===== config.mk =====
export PLATFORM = sky130hd
export DESIGN_NAME = am_packet_arbiter
export DESIGN_NICKNAME = d
export VERILOG_FILES = /design/src/rtl/gascore_arb_pkg.sv /design/src/rtl/am_packet_arbiter_rr_select.sv /design/src/rtl/am_packet_arbiter.sv
export SDC_FILE = /design/constraint.sdc
export NUM_CORES = 1
export LEC_CHECK = 0
export CAP_MARGIN = 20
export CORE_AREA = 5 5 174 176
export DETAILED_ROUTE_END_ITERATION = 10
export DIE_AREA = 0 0 179 181
export PLACE_DENSITY_LB_ADDON = 0.1
export SETUP_SLACK_MARGIN = 0.3
export SLEW_MARGIN = 20
export SYNTH_ARGS = -nofsm -noshare
export SYNTH_HDL_FRONTEND = slang
export SYNTH_HIERARCHICAL = 1
export SYNTH_SLANG_ARGS = --single-unit
export TNS_END_PERCENT = 50

===== constraint.sdc =====
create_clock -name ap_clk -period 4 [get_ports ap_clk]
set_input_delay 0.4 -clock ap_clk [delete_from_list [all_inputs] [get_ports ap_clk]]
set_output_delay 0.4 -clock ap_clk [all_outputs]
set_load 0.02 [all_outputs]

===== src/rtl/gascore_arb_pkg.sv =====
// Shared types and helpers for the GAScore ingress packet arbiter.
// Build option AM_ARB_PKT_COUNT_EN enables per-source packet counters.
package gascore_arb_pkg;

  localparam int COUNT_WIDTH = 16;
  localparam int MAX_PORTS   = 16;

  typedef enum logic [1:0] {
    IDLE  = 2'd0,
    BUSY  = 2'd1,
    ERROR = 2'd3
  } arb_state_e;

  // First set request at or after ptr, wrapping modulo n.
  function automatic logic [3:0] rr_pick(
    input logic [MAX_PORTS-1:0] req,
    input logic [3:0]           ptr,
    input int                   n
  );
    int k;
    rr_pick = ptr;
    for (int i = MAX_PORTS - 1; i >= 0; i--) begin
      if (i < n) begin
        k = (int'(ptr) + i) % n;
        if (req[k]) rr_pick = 4'(k);
      end
    end
  endfunction

endpackage


===== src/rtl/am_packet_arbiter_rr_select.sv =====
// Round-robin priority select: rotate by ptr, find first, unrotate.
// Part of am_packet_arbiter (option AM_ARB_PKT_COUNT_EN lives in the top).
module rr_priority_select #(
  parameter int N     = 4,
  parameter int SEL_W = 2
) (
  input  logic [N-1:0]     req,
  input  logic [SEL_W-1:0] ptr,
  output logic [SEL_W-1:0] sel,
  output logic             any
);

  logic [2*N-1:0] dbl;
  logic [N-1:0]   rot;
  int             ff;
  int             sum;

  always_comb begin
    dbl = {req, req};
    rot = dbl[int'(ptr) +: N];
    ff  = 0;
    for (int i = N - 1; i >= 0; i--) begin
      if (rot[i]) ff = i;
    end
    sum = int'(ptr) + ff;
    if (sum >= N) sum = sum - N;
    sel = SEL_W'(sum);
    any = |req;
  end

endmodule


===== src/rtl/am_packet_arbiter.sv =====
// Packet-level round-robin AXIS arbiter feeding the GAScore ID-tagging stage.
// Define AM_ARB_PKT_COUNT_EN to add pkt_count / clear_counts.
module am_packet_arbiter
  import gascore_arb_pkg::*;
#(
  parameter int NUM_PORTS   = 4,
  parameter int TDATA_WIDTH = 64,
  parameter int TDEST_WIDTH = 16,
  parameter int TKEEP_WIDTH = TDATA_WIDTH / 8,
  parameter int SEL_WIDTH   = $clog2(NUM_PORTS)
) (
  input  logic                             ap_clk,
  input  logic                             ap_rst_n,
  input  logic [NUM_PORTS*TDATA_WIDTH-1:0] in_TDATA,
  input  logic [NUM_PORTS-1:0]             in_TVALID,
  output logic [NUM_PORTS-1:0]             in_TREADY,
  input  logic [NUM_PORTS*TDEST_WIDTH-1:0] in_TDEST,
  input  logic [NUM_PORTS-1:0]             in_TLAST,
  input  logic [NUM_PORTS*TKEEP_WIDTH-1:0] in_TKEEP,
  output logic [TDATA_WIDTH-1:0]           out_TDATA,
  output logic                             out_TVALID,
  input  logic                             out_TREADY,
  output logic [TDEST_WIDTH-1:0]           out_TDEST,
  output logic                             out_TLAST,
  output logic [TKEEP_WIDTH-1:0]           out_TKEEP,
  output logic [SEL_WIDTH-1:0]             grant_idx,
  output logic                             grant_active
`ifdef AM_ARB_PKT_COUNT_EN
  ,
  output logic [NUM_PORTS*COUNT_WIDTH-1:0] pkt_count,
  input  logic                             clear_counts
`endif
);

  arb_state_e           state_q, state_d;
  logic [SEL_WIDTH-1:0] rr_ptr_q, rr_ptr_d;
  logic [SEL_WIDTH-1:0] grant_q, grant_d;
  logic [SEL_WIDTH-1:0] pick;
  logic                 any_req;
  logic                 busy;
  logic                 last_hs;

  rr_priority_select #(
    .N     (NUM_PORTS),
    .SEL_W (SEL_WIDTH)
  ) u_sel (
    .req (in_TVALID),
    .ptr (rr_ptr_q),
    .sel (pick),
    .any (any_req)
  );

  assign busy         = (state_q == BUSY);
  assign grant_idx    = grant_q;
  assign grant_active = busy;

  always_comb begin
    out_TDATA  = in_TDATA[int'(grant_q)*TDATA_WIDTH +: TDATA_WIDTH];
    out_TDEST  = in_TDEST[int'(grant_q)*TDEST_WIDTH +: TDEST_WIDTH];
    out_TKEEP  = in_TKEEP[int'(grant_q)*TKEEP_WIDTH +: TKEEP_WIDTH];
    out_TLAST  = in_TLAST[grant_q];
    out_TVALID = busy & in_TVALID[grant_q];
    in_TREADY  = '0;
    if (busy) in_TREADY[grant_q] = out_TREADY;
    last_hs    = out_TVALID & out_TREADY & out_TLAST;
  end

  always_comb begin
    state_d  = state_q;
    rr_ptr_d = rr_ptr_q;
    grant_d  = grant_q;
    unique case (state_q)
      IDLE: begin
        if (any_req) begin
          grant_d = pick;
          state_d = BUSY;
        end
      end
      BUSY: begin
        if (last_hs) begin
          if (grant_q == SEL_WIDTH'(NUM_PORTS - 1)) rr_ptr_d = '0;
          else rr_ptr_d = grant_q + SEL_WIDTH'(1);
          state_d = IDLE;
        end
      end
      default: state_d = IDLE;
    endcase
  end

  always_ff @(posedge ap_clk or negedge ap_rst_n) begin
    if (!ap_rst_n) begin
      state_q  <= IDLE;
      rr_ptr_q <= '0;
      grant_q  <= '0;
    end else begin
      state_q  <= state_d;
      rr_ptr_q <= rr_ptr_d;
      grant_q  <= grant_d;
    end
  end

`ifdef AM_ARB_PKT_COUNT_EN
  logic [COUNT_WIDTH-1:0] cnt_q [NUM_PORTS];
  logic [COUNT_WIDTH-1:0] cnt_d [NUM_PORTS];

  // Clear wins over a same-cycle TLAST increment.
  always_comb begin
    for (int i = 0; i < NUM_PORTS; i++) begin
      cnt_d[i] = cnt_q[i];
      if (clear_counts) cnt_d[i] = '0;
      else if (last_hs && grant_q == SEL_WIDTH'(i))
        cnt_d[i] = cnt_q[i] + COUNT_WIDTH'(1);
      pkt_count[i*COUNT_WIDTH +: COUNT_WIDTH] = cnt_q[i];
    end
  end

  always_ff @(posedge ap_clk or negedge ap_rst_n) begin
    if (!ap_rst_n) begin
      for (int i = 0; i < NUM_PORTS; i++) cnt_q[i] <= '0;
    end else begin
      for (int i = 0; i < NUM_PORTS; i++) cnt_q[i] <= cnt_d[i];
    end
  end
`endif

endmodule

==> results of run 1 <==
cell families after synthesis:
| logic type | count (synthesis) | synth area share |
|---|---|---|
| mux | 95 | 0.781 |
| simple gates | 26 | 0.0561 |
| buf+inv | 24 | 0.0566 |
| compound gates | 11 | 0.0292 |
| fa+ha+maj | 5 | 0.0236 |
| flops | 5 | 0.0472 |
| xor+xnor | 2 | 0.00660 |
power groups by stage:
stage | Combinational [uW] | Sequential [uW] | Clock (uW)
6_report | 3360 | 246 | 165
3_3_place_gp | 3410 | 257 | 0
3_5_place_dp | 3410 | 261 | 0
2_1_floorplan | 2000 | 117 | 0
4_1_cts | 3440 | 261 | 168
5_1_grt | 3540 | 275 | 174
cell type report:
cell class	instances	area share
tap	384	0.0618
multi-input combinational	139	0.306
clock buffer	4	0.0101
antenna	2	0.000644
timing repair buffer	467	0.603
sequential	5	0.0171
inverter	3	0.00145
worst max-delay path: cells and delay by family (launching register included):
kind                   cells  cell delay (ns)
buffers and inverters      2             0.92
DFF                        1             0.88
muxes                      1             0.53
cells in the mapped netlist:
library cell                number
sky130_fd_sc_hd__mux2i_1         4
sky130_fd_sc_hd__or3_1           1
sky130_fd_sc_hd__nor3_2          2
sky130_fd_sc_hd__xor2_1          1
sky130_fd_sc_hd__o21ai_2         1
sky130_fd_sc_hd__a211oi_1        1
sky130_fd_sc_hd__and2_1          1
sky130_fd_sc_hd__nor2b_1         1
sky130_fd_sc_hd__mux4_2         89
sky130_fd_sc_hd__buf_8           1
sky130_fd_sc_hd__ha_1            5
sky130_fd_sc_hd__a31oi_1         1
sky130_fd_sc_hd__o21a_1          1
sky130_fd_sc_hd__nor3_1          2
sky130_fd_sc_hd__nand2b_1        2
sky130_fd_sc_hd__and3_1          4
sky130_fd_sc_hd__inv_1           2
sky130_fd_sc_hd__inv_2           1
sky130_fd_sc_hd__buf_4          12
sky130_fd_sc_hd__a2111oi_2       1
sky130_fd_sc_hd__mux2_1          1
sky130_fd_sc_hd__buf_2           3
sky130_fd_sc_hd__mux2_4          1
sky130_fd_sc_hd__dfrtp_1         5
sky130_fd_sc_hd__nor3b_1         2
sky130_fd_sc_hd__o21ai_0         3
sky130_fd_sc_hd__nand3b_1        1
sky130_fd_sc_hd__clkbuf_1        5
sky130_fd_sc_hd__o211ai_1        1
sky130_fd_sc_hd__xnor2_1         1
sky130_fd_sc_hd__nand2_1         5
sky130_fd_sc_hd__nor4_1          1
sky130_fd_sc_hd__a21oi_1         2
sky130_fd_sc_hd__nor2_1          4
sequential cells by signal, indices dropped and copies added (netlist names):
| name | cells |
|---|---|
| grant_idx | 2 |
| state_q | 1 |
| rr_ptr_q | 2 |
per-layer routing:
metal	GRT usage	part of all wire	up-vias
met1	0.149	0.35	1846
li1	-	-	1690
met2	0.266	0.54	199
met4	0.0111	0.0055	14
met3	0.0495	0.10	20
met5	0	0.0029	-
through the flow:
step	instance area, um2	total power (uW)	instances	util	setup WS, ns
finish	7780	3780	1004	0.273	1.02
global route	7770	3990	1003	0.273	0.842
floorplan	2650	2110	168	-	2.05
global placement	7690	3670	998	0.270	1.21
CTS	7770	3870	1002	0.273	0.926
detailed placement	7690	3670	998	0.270	1.17
worst max path at each step:
| stage | from | end | slack, ns | cells past startpoint |
|---|---|---|---|---|
| after floorplan | grant_idx[1]$_DFFE_PN0P_ | in_TREADY[1] | 2.05 | 6 |
| after global placement | grant_idx[0]$_DFFE_PN0P_ | out_TDATA[58] | 1.21 | 3 |
| after detailed placement | grant_idx[0]$_DFFE_PN0P_ | out_TDATA[63] | 1.17 | 3 |
| after CTS | grant_idx[0]$_DFFE_PN0P_ | out_TDATA[63] | 0.93 | 3 |
| after global routing | grant_idx[0]$_DFFE_PN0P_ | out_TDATA[63] | 0.84 | 3 |
| final | grant_idx[0]$_DFFE_PN0P_ | out_TDEST[4] | 1.02 | 3 |
==> flow_results.org, run 1 <==
** Floorplanning
- CORE AREA :: ~28000 um2
- The die covers between 30000 and 40000 um2.
- From bottom edge to top edge, the die measures between 150 and 200 um.
- Number of top-level pins :: 460
- The die is ~180 um wide.
- Placement Rows :: 62
- For this configuration, the core starts out at a cell density of 0.0932.

** Synthesis
- The synthesized design spends more area on one cell type than any other, namely sky130_fd_sc_hd__mux4_2.
- Synthesis produced a netlist whose cell count is between 150 and 200.
- Share of the synthesized area in the top cell type :: 0.756
- Part of the Yosys area used for sequential elements :: 0.0472
- Avg Cell Area, Syn :: roughly 16 um2
- Unique masters post-synth :: 34
- Net Count, Synth :: between 500 and 600
- After synthesis the netlist holds a flip-flop and latch count of 5.
- During synthesis, Yosys emitted a total of 6 warnings.
- Largest cells by area after synthesis :: sky130_fd_sc_hd__mux4_2 76%, sky130_fd_sc_hd__dfrtp_1 4.7%, sky130_fd_sc_hd__buf_4 3.4%, sky130_fd_sc_hd__ha_1 2.4%, sky130_fd_sc_hd__mux2i_1 1.5%
- The cell area that synthesis handed to floorplanning was around 2700 um2.

** Cells and area
- In the final layout, the multi-input gates occupy around 2400 um2.
- Of the cells placed in the final design, the portion with a size suffix greater than 1 is 0.175.
- Most frequent cells in the layout :: 459 x sky130_fd_sc_hd__clkdlybuf4s50_1, 89 x sky130_fd_sc_hd__mux4_2, 5 x sky130_fd_sc_hd__nand2_1, 5 x sky130_fd_sc_hd__ha_1, 5 x sky130_fd_sc_hd__buf_4
- Syn-to-layout area delta :: 193%
- Fill cells in the final layout number 3000.
- Number of nets in the final layout :: roughly 1000
- Leaving out fill and tap cells, the most frequent cell in the layout is sky130_fd_sc_hd__clkdlybuf4s50_1.
- Area taken by flip-flops and latches :: around 130 um2

** Pwr
- In this run the power spent charging and discharging nets is 1660 uW.
- IR analysis of the VDD net gives a maximum drop of approximately 0.00023 V.
- Clk network pwr share :: 0.044
- The share of total power dissipated in sequential elements is 0.065.
- Pleak :: roughly 0.0026 uW
- Of the total power, combinational logic draws 0.891.
- Internal power comes to 2120 uW.
- Dividing total power by cell area gives a power density of between 400 and 500 nW/um2.
- Of the total power, the share spent switching nets is 0.439.

** Job
- Max-cap violations in this run came to 0.

** Setup path
- Highest-delay cell along the critical path :: sky130_fd_sc_hd__dfrtp_4
- Critical Path RT :: between 3 and 4 ns
- By startpoint and endpoint, the worst setup path is classified as reg2out.
- Walking the worst path, the cells encountered are buf_4 > mux4_2 > clkdlybuf4s50_1.
- Largest fanout on the critical path :: 33
- Crit Reg-Reg Endpoint :: rr_ptr_q[1]$_DFFE_PN0P_
- Critical register-to-register path startpoint :: grant_idx[0]$_DFFE_PN0P_
- Arrival time at the worst endpoint :: between 2 and 3 ns
- The setup check on the worst reg-to-reg path leaves a slack of roughly 1.9 ns.
- Setup crit end kind :: primary output
- On the worst path, the slowest cell contributes a delay of slightly below 0.9 ns.
- For the worst flop-to-flop path, the logic depth is 3.
- Sort of element at the start of the critical path :: flop

** Clocking
- CTS root buf :: sky130_fd_sc_hd__clkbuf_16
- The number of gates resized after CTS was 0.
- After clock tree synthesis, the clock-pin slew on the worst setup and hold paths is around 0.03 ns.
- Number of clock sinks :: 5
- H-tree depth :: 1
- Clock tree from TritonCTS :: done
- Once the clock tree was built, the setup fixing pass inserted 0 buffers.
- In this run the deepest clock path goes through 2 buffers.
- Buffers inserted to repair hold after CTS numbered 0.
- Clock latency reported for the late side of the worst-skew pair :: between 0.2 and 0.25 ns
- Clock tree synthesis inserted a total of 3 buffers.

** Timing
- Based on the critical path, the design can be clocked at up to ~340 MHz.
- Setup violations remaining at the end of the flow were counted as 0.
- Headroom to the max-slew limit came out at 0.529.
- Fin. max-slew vios :: 0
- Final critical path time including I/O delays and setup :: between 2 and 3 ns
- Accumulated negative setup slack :: 0 ns
- For the pin with the worst max-slew slack, the measured transition is slightly above 0.7 ns.
- Setup repair after global routing left no endpoint under its margin.
- For the final database, setup skew stands at approximately 0.0022 ns.
- Final Hold Vio Count :: 0
- Hold is met by about 0.41 ns.
- Ratio of final minimum period to clock period :: 0.745

** Route
- Routed length per placed instance :: between 20 and 25 um
- In this run, the number of DRC markers left after iteration 0 of detailed routing was 73.
- Routed wire length :: around 24000 um
- The detailed router placed 3769 vias in this run.
- Count of antenna-violating nets left after detailed routing :: 0
- Before antenna repair, the detailed router went through 4 iterations.
- In the routed design, unresolved DRC markers number 0.
- Dividing the detail-routed via count by the number of cells gives 3.75.

** GRT
- Antenna violations before repair :: 10
- Number of global-route vias before repair :: between 4k and 5k
- Summed over all layers, the global routing overflow is 0.
- The first global-routing pass estimated approximately 33000 um of wire.
- Largest net degree at the start of global routing :: 44
- Across every metal layer, demand over resource in global routing totals 0.138.

** Place
- HPWL after detailed placement :: roughly 22000 um
- Input and output buffers added on the ports amount to 459.
- Routability-driven placement congestion ratio :: just over 0.8

** Worst hold path
- The tightest min-delay check is of the in2async type.

** Run status
- The run finished with clean final reports.
Power figures use the tool's default switching activity.
==> run 2: changes to the inputs <==
--- a/config.mk
+++ b/config.mk
@@ -6,9 +6,9 @@
 export NUM_CORES = 1
 export LEC_CHECK = 0
 export CAP_MARGIN = 20
-export CORE_AREA = 5 5 174 176
+export CORE_AREA = 5 5 176 178
 export DETAILED_ROUTE_END_ITERATION = 10
-export DIE_AREA = 0 0 179 181
+export DIE_AREA = 0 0 181 183
 export PLACE_DENSITY_LB_ADDON = 0.1
 export SETUP_SLACK_MARGIN = 0.3
 export SLEW_MARGIN = 20
==> constraint.sdc (replaced) <==
create_clock -name ap_clk -period 2.47 [get_ports ap_clk]
set_input_delay 0.247 -clock ap_clk [delete_from_list [all_inputs] [get_ports ap_clk]]
set_output_delay 0.247 -clock ap_clk [all_outputs]
set_load 0.02 [all_outputs]
==> run 2 against run 1 <==
Net effect: register-to-register slack got worse by 1.2 ns; sequential share of layout area barely moved; core utilization fell by 0.090 points; power rose by 56%; clock-buffer cell count did not move; sequential cell count did not move; cell count rose by 1.3%; design area rose by 2.4%; critical path type unchanged.
==> flow_results.org, run 2 (same netlist as run 1, synthesis figures left out) <==
** Pwr
- The worst voltage drop across the vdd grid was 0.000547 V (+130%).
- Pleak :: 0.00316 uW (+20%)
- The ratio of total power to cell area was 741 nW/um2 (+53%).
- The total power consumption of the routed design is 5900 uW (+56%).

** Job
- Max_cap viols :: 0 (unchanged)

** Timing
- Final setup violation count :: 0 (unchanged)
- Highest clock frequency the design can meet :: roughly 450 MHz
- Setup repair after global routing could not meet its margin everywhere.
- Ratio of final minimum period to clock period :: 0.894
- Fin. max-slew vios :: 0 (unchanged)
- Final critical path time including I/O delays and setup :: about 2.2 ns
- Accumulated negative setup slack :: 0 ns (unchanged)
- Worst clock skew on the final layout :: 0.000685 ns (-0.00152 ns)
- The measured slew at the worst slew-check pin was 0.344 ns (-0.362 ns).
- The final number of hold-violating endpoints is 0 (unchanged).
- The relative max-transition margin is 0.771 (+0.242).

** Clocking
- The total of cells resized after clock tree synthesis was 53 (+53).
- The total number of H-tree levels is 1 (unchanged).
- Hold Buf Count CTS :: 0 (unchanged)
- CTS root buf :: sky130_fd_sc_hd__clkbuf_16
- The source-to-sink clock delay at the later pin of the worst-skew pair is 0.22 ns (about the same).
- The clock transition time at the flip-flop clock pins of the worst setup and hold paths came to 0.03 ns (about the same).
- The number of buffers inserted to repair setup after CTS is 0 (unchanged).
- Maximum number of buffers from clock root to sink :: 2 (unchanged)
- Number of clock sinks :: 5 (unchanged)
- The number of buffers inserted during clock tree synthesis came to 3 (unchanged).
- Clock tree from TritonCTS :: done

** Setup path
- Critical Path RT :: 2.22 ns (-1.38 ns)
- The kind of cell with the highest combined delay along the critical path is buffers and inverters.
- The maximum fanout along the worst path is 22 (-33%).
- Highest-delay cell along the critical path :: sky130_fd_sc_hd__clkdlybuf4s50_1
- Slack of the worst reg-to-reg path :: 0.69 ns (-1.22 ns)
- Arrival time at the worst endpoint :: 1.96 ns (-0.62 ns)
- Setup crit end kind :: primary output
- The biggest cell delay along the critical path came to 0.55 ns (-0.33 ns).
- The worst reg-to-reg path cell count was 9 (+6).
- The startpoint identified for the worst register-to-register timing path is rr_ptr_q[0]$_DFFE_PN0P_.
- Count of buffering cells on the critical path with inverters included :: 2 (unchanged)
- The worst register-to-register path ends at grant_idx[1]$_DFFE_PN0P_.
- The number of logic stages on the critical path including buffering came to 3 (unchanged).
- Critical Path, Cell by Cell :: buf_16 > mux4_2 > clkdlybuf4s50_1
- The critical path in this run is classified as reg2out.
- The worst setup path is launched from a flop.

** Route
- Vias post-DR :: 3786 (+0.45%)
- Detailed Route Iter0 Violations :: 99 (+36%)
- The met1 routed wirelength after detailed routing came to 7900 um (-6.9%).
- Routed length per placed instance :: 22.1 um (-9.2%)
- Highest routed metal layer :: met4
- The first-pass iteration count of the detailed router is 4 (unchanged).
- Met2 wire length :: 12500 um (-6.2%)
- The number of antenna-violating nets in the routed design is 0 (unchanged).
- DRC violations left :: 0 (unchanged)
- Routed vias/inst :: 3.72 (-0.83%)
- Routed wire length :: 22500 um (-8.0%)
- Met3 WL post-DR :: 1890 um (-24%)

** GRT
- Tot GR Track Use :: 0.125 (-0.0134)
- Number of global-route vias before repair :: 4282 (+1.5%)
- The global-route wire length before repair came to 31100 um (-5.1%).
- Antenna violations before repair :: 2 (-8)
- The largest net degree at the start of global routing is 52 (+18%).
- GRT overflow :: 0 (unchanged)

** Place
- HPWL after detailed placement :: 20300 um (-6.6%)
- Number of buffer cells added on primary ports :: 459 (unchanged)
- The placer's final routability congestion estimate was 0.843 (+4.6%).

** Run status
- The flow ran to the end, and the final reports show no timing, DRC or antenna violations.

** Floorplanning
- Die width :: 181 um (+1.1%)
- Starting density of the core :: 0.0907 (-0.00247)
- The number of top-level design ports came to 460 (unchanged).
- The height of the die is 183 um (+1.1%).
- CORE AREA :: 29200 um2 (+2.7%)
- The row count was 63 (+1.6%).
- The area enclosed by the die boundary was 33100 um2 (+2.2%).

** Cells and area
- The area growth from synthesis to layout is 200%.
- Most common cell after layout, fill and taps aside :: sky130_fd_sc_hd__clkdlybuf4s50_1
- Most frequent cells in the layout :: 369 x sky130_fd_sc_hd__clkdlybuf4s50_1, 89 x sky130_fd_sc_hd__mux4_2, 43 x sky130_fd_sc_hd__dlymetal6s2s_1, 40 x sky130_fd_sc_hd__dlygate4sd2_1, 9 x sky130_fd_sc_hd__buf_4
- The number of filler cells placed in the layout is 3074 (+2.5%).
- The ratio of cells with drive above 1 in the final layout is 0.190 (+0.0156).
- Number of nets in the final layout :: 994 (+0.71%)

** Worst hold path
- Class of the worst hold path :: in2async
## run 2: cell count changes in the layout (fill, tap and decap cells not counted)
cell / before / now
sky130_fd_sc_hd__clkdlybuf4s15_1: 0 / 3
sky130_fd_sc_hd__buf_16: 0 / 1
sky130_fd_sc_hd__clkdlybuf4s50_1: 459 / 369
sky130_fd_sc_hd__clkdlybuf4s15_2: 0 / 2
sky130_fd_sc_hd__dlymetal6s2s_1: 0 / 43
sky130_fd_sc_hd__buf_12: 3 / 7
sky130_fd_sc_hd__dlygate4sd2_1: 0 / 40
sky130_fd_sc_hd__buf_4: 5 / 9
## run 2: cell type report
class	count	area (um2)	share of cell area
repair buffers	474	4870	0.612
multi-input cells	139	2380	0.299
well taps	390	488	0.0613
flip-flops and latches	5	133	0.0167
clock buffers	4	78.8	0.00990
inverters	3	11.3	0.00141
diodes	2	5.00	0.000629
## run 2: stage by stage
stage	hold WS, ns	instances	setup WS (ns)	area, um2	util
3_3_place_gp	0.495	1011	0.242	7810	0.267
2_1_floorplan	-0.0486	168	0.657	2650	-
5_1_grt	0.265	1017	0.194	7960	0.272
3_5_place_dp	0.484	1011	0.234	7810	0.267
6_report	0.245	1017	0.261	7960	0.272
4_1_cts	0.253	1015	0.0634	7850	0.268
## run 2: worst max path at each step
stage	start	end	slack [ns]
floorplan	grant_idx[1]$_DFFE_PN0P_	rr_ptr_q[1]$_DFFE_PN0P_	0.66
global placement	grant_idx[0]$_DFFE_PN0P_	out_TDEST[11]	0.24
detailed placement	grant_idx[0]$_DFFE_PN0P_	out_TDEST[11]	0.23
CTS	grant_idx[0]$_DFFE_PN0P_	out_TDATA[36]	0.06
global route	grant_idx[0]$_DFFE_PN0P_	out_TDEST[11]	0.19
finish	grant_idx[0]$_DFFE_PN0P_	out_TDATA[63]	0.26
## run 2: metal layers
metal,track usage,vias to the layer above
met5,0,-
met4,0.0165,0
met3,0.0369,12
met2,0.243,223
met1,0.137,1847
li1,-,1704
## run 2: power by group
group | total [uW] | switching (uW) | internal (uW)
Sequential | 206 | 77.8 | 129
Clock | 262 | 48.6 | 213
Combinational | 5430 | 2500 | 2930
==> run 3: changes to the inputs <==
--- a/config.mk
+++ b/config.mk
@@ -6,9 +6,9 @@
 export NUM_CORES = 1
 export LEC_CHECK = 0
 export CAP_MARGIN = 20
-export CORE_AREA = 5 5 176 178
+export CORE_AREA = 2 2 178 180
 export DETAILED_ROUTE_END_ITERATION = 10
-export DIE_AREA = 0 0 181 183
+export DIE_AREA = 0 0 180 182
 export PLACE_DENSITY_LB_ADDON = 0.1
 export SETUP_SLACK_MARGIN = 0.3
 export SLEW_MARGIN = 20
==> run 3 against run 2 <==
Net effect: worst setup slack gained 0.030 ns; critical path depth is the same; sequential share of layout area is essentially flat; largest power group unchanged; first-iteration DRC count is 5.1% higher; critical endpoint is now out_TDATA[36].
==> flow_results.org, run 3 (same netlist as run 1, synthesis figures left out) <==
** Setup path
- Setup crit end kind :: primary output
- Sort of element at the start of the critical path :: flop
- The worst reg-to-reg path cell count is 5 (-4).
- Type of the worst setup path :: reg2out
- Critical Path RT :: 2.22 ns (about the same)
- The maximum fanout along the worst path is 50 (+130%).
- Arrival time at the worst endpoint :: 1.93 ns (-0.03 ns)

** Route
- The number of antenna-violating nets in the routed design is 0 (unchanged).
- The via-per-instance ratio is 3.72 (-0.14%).
- The total detailed-routing wirelength was 22000 um (-2.3%).
- The DRC violations left is 0 (unchanged).
- TritonRoute pass-1 iters :: 4 (unchanged)
- The total vias in the final route was 3870 (+2.2%).
- Detailed Route Iter0 Violations :: 104 (+5.1%)
- The detail-routed net length per standard cell is 21.1 um (-4.5%).

** Place
- HPWL after detailed placement :: 19400 um (-4.0%)
- The number of port buffers was 459 (unchanged).
- The number of placed instances, taps included is 1028 (+1.7%).
- Routability-driven placement congestion ratio :: 0.853 (+1.2%)

** Clocking
- The root buffer cell chosen for the clock tree is sky130_fd_sc_hd__clkbuf_16.
- The clock transition time at the flip-flop clock pins of the worst setup and hold paths was 0.03 ns (about the same).
- Number of clock sinks :: 5 (unchanged)
- Clock latency reported for the late side of the worst-skew pair :: 0.23 ns (about the same)
- Clock tree from TritonCTS :: done
- The total number of H-tree levels is 1 (unchanged).
- Maximum number of buffers from clock root to sink :: 2 (unchanged)
- The number of buffers inserted during clock tree synthesis came to 3 (unchanged).
- Hold Buf Count CTS :: 0 (unchanged)

** Pwr
- Fraction of power spent switching nets :: 0.441 (-0.00400)
- The static leakage came to 0.00313 uW (-1.1%).
- Cell-internal power :: 3380 uW (+3.2%)
- PD cells :: 750 nW/um2 (+1.3%)
- The share of total power in combinational logic was 0.921 (about the same).
- The worst voltage drop across the vdd grid came to 0.000364 V (-33%).
- The sequential power share is 0.035 (about the same).
- Net switching power :: 2660 uW (+1.5%)
- The portion of total power attributed to the clock network is 0.044 (about the same).

** Floorplanning
- The initial core utilization is 0.0856 (-0.00510).
- The die span in x was 180 um (-0.55%).
- Number of top-level pins :: 460 (unchanged)
- Die area :: 32800 um2 (-1.1%)
- Placement Rows :: 65 (+3.2%)
- The core footprint came to 31000 um2 (+6.0%).
- Chip height :: 182 um (-0.55%)

** Timing
- Ratio of final minimum period to clock period :: 0.882 (-0.0123)
- Accumulated negative setup slack :: 0 ns (unchanged)
- Highest clock frequency the design can meet :: 459 MHz (+1.4%)
- Worst-Margin Slew :: 0.350 ns (+0.00646 ns)
- The minimum clock period after layout came to 2.18 ns (-0.0304 ns).
- The final count of pins violating max slew came to 0 (unchanged).
- Setup repair after global routing missed its margin :: true
- The number of failing setup endpoints in the final timing report came to 0 (unchanged).
- The final number of hold-violating endpoints is 0 (unchanged).
- Worst rel slew slack :: 0.766 (-0.00469)
- The setup skew after layout came to 0.00171 ns (+0.00102 ns).

** Job
- The number of maximum-capacitance violations is 0 (unchanged).

** Worst hold path
- The worst hold path belongs to the class in2async.

** Cells and area
- Share of final-layout standard cells stronger than drive strength 1 :: 0.219 (+0.0290)
- From synthesis to final layout, the design area changed by 204%.
- Most frequent cells in the layout :: 367 x sky130_fd_sc_hd__clkdlybuf4s50_1, 89 x sky130_fd_sc_hd__mux4_2, 51 x sky130_fd_sc_hd__dlygate4sd2_1, 29 x sky130_fd_sc_hd__dlymetal6s2s_1, 19 x sky130_fd_sc_hd__buf_4
- Number of nets in the final layout :: 1007 (+1.3%)
- The number of standard cells in the final layout excluding fillers was 1041 (+2.4%).
- The library cell used most frequently in the layout, excluding fill and tap cells, is sky130_fd_sc_hd__clkdlybuf4s50_1.

** GRT
- The number of antenna violations at the first check in global routing was 3 (+1).
- Number of global-route vias before repair :: 4302 (+0.47%)
- The residual overflow from global routing is 0 (unchanged).
- Largest net degree at the start of global routing :: 51 (-1.9%)
- The total routing usage reported by global routing is 0.127 (+0.00213).
- The global-route wire length before repair was 31100 um (unchanged).

** Run status
- Run status :: finished, final reports clean
-- run 3: path summary, 6_finish.rpt --
| path | start | end | slack [ns] |
|---|---|---|---|
| max | grant_idx[1]$_DFFE_PN0P_ | out_TDATA[36] | 0.29 |
| min | ap_rst_n | state_q[0]$_DFFE_PN0P_ | 0.26 |
| min in group ap_clk | state_q[0]$_DFFE_PN0P_ | state_q[0]$_DFFE_PN0P_ | 0.65 |
| min reg2reg | state_q[0]$_DFFE_PN0P_ | state_q[0]$_DFFE_PN0P_ | 0.65 |
| max in group asynchronous | ap_rst_n | grant_idx[1]$_DFFE_PN0P_ | 1.98 |
| max reg2reg | grant_idx[1]$_DFFE_PN0P_ | rr_ptr_q[1]$_DFFE_PN0P_ | 0.70 |
-- run 3: area by class of cell --
cell class / instances / area, um2
repair buffers: 487 / 4940
diodes: 1 / 2.50
multi-input cells: 139 / 2380
inverters: 3 / 11.3
well taps: 402 / 503
flip-flops and latches: 5 / 133
clock buffers: 4 / 78.8
fillers: 3224 / 22900
-- run 3: critical path, cell delays in order, from the launching register on --
cell and delay (ns):
sky130_fd_sc_hd__dfrtp_4 0.45, sky130_fd_sc_hd__buf_16 0.26, sky130_fd_sc_hd__mux4_2 0.34, sky130_fd_sc_hd__clkdlybuf4s50_1 0.58
-- run 3: what timing repair did --
| action | in CTS | in global routing |
|---|---|---|
| gates resized for setup | 84 | 35 |
| setup endpoints to repair | 94 | 63 |
| buffers inserted | 6 | 2 |
| pin swaps | 0 | 0 |
-- run 3: power by group through the flow --
| stage | Combinational, uW | Clock, uW | Sequential, uW |
|---|---|---|---|
| 2_1_floorplan | 3230 | 0 | 190 |
| 3_3_place_gp | 5900 | 0 | 222 |
| 3_5_place_dp | 5910 | 0 | 225 |
| 4_1_cts | 5690 | 273 | 210 |
| 5_1_grt | 5910 | 276 | 223 |
| 6_report | 5560 | 266 | 214 |
-- run 3: routing by layer --
| metal | track usage | vias to the layer above | routed length, um |
|---|---|---|---|
| met5 | 0 | - | 27 |
| met4 | 0.0172 | 4 | 272 |
| met3 | 0.0377 | 20 | 1760 |
| met2 | 0.237 | 228 | 11700 |
| met1 | 0.146 | 1887 | 8260 |
| li1 | - | 1731 | - |
-- run 3: metrics by stage --
| stage | total power, uW | setup slack, ns | util | cell area, um2 | hold WS (ns) |
|---|---|---|---|---|---|
| floorplan | 3420 | 0.657 | - | 2650 | -0.0486 |
| detailed placement | 6130 | 0.248 | 0.254 | 7880 | 0.498 |
| global placement | 6120 | 0.248 | 0.254 | 7880 | 0.491 |
| global route | 6410 | 0.256 | 0.260 | 8050 | 0.275 |
| CTS | 6170 | 0.130 | 0.257 | 7950 | 0.257 |
| finish | 6040 | 0.291 | 0.260 | 8050 | 0.258 |
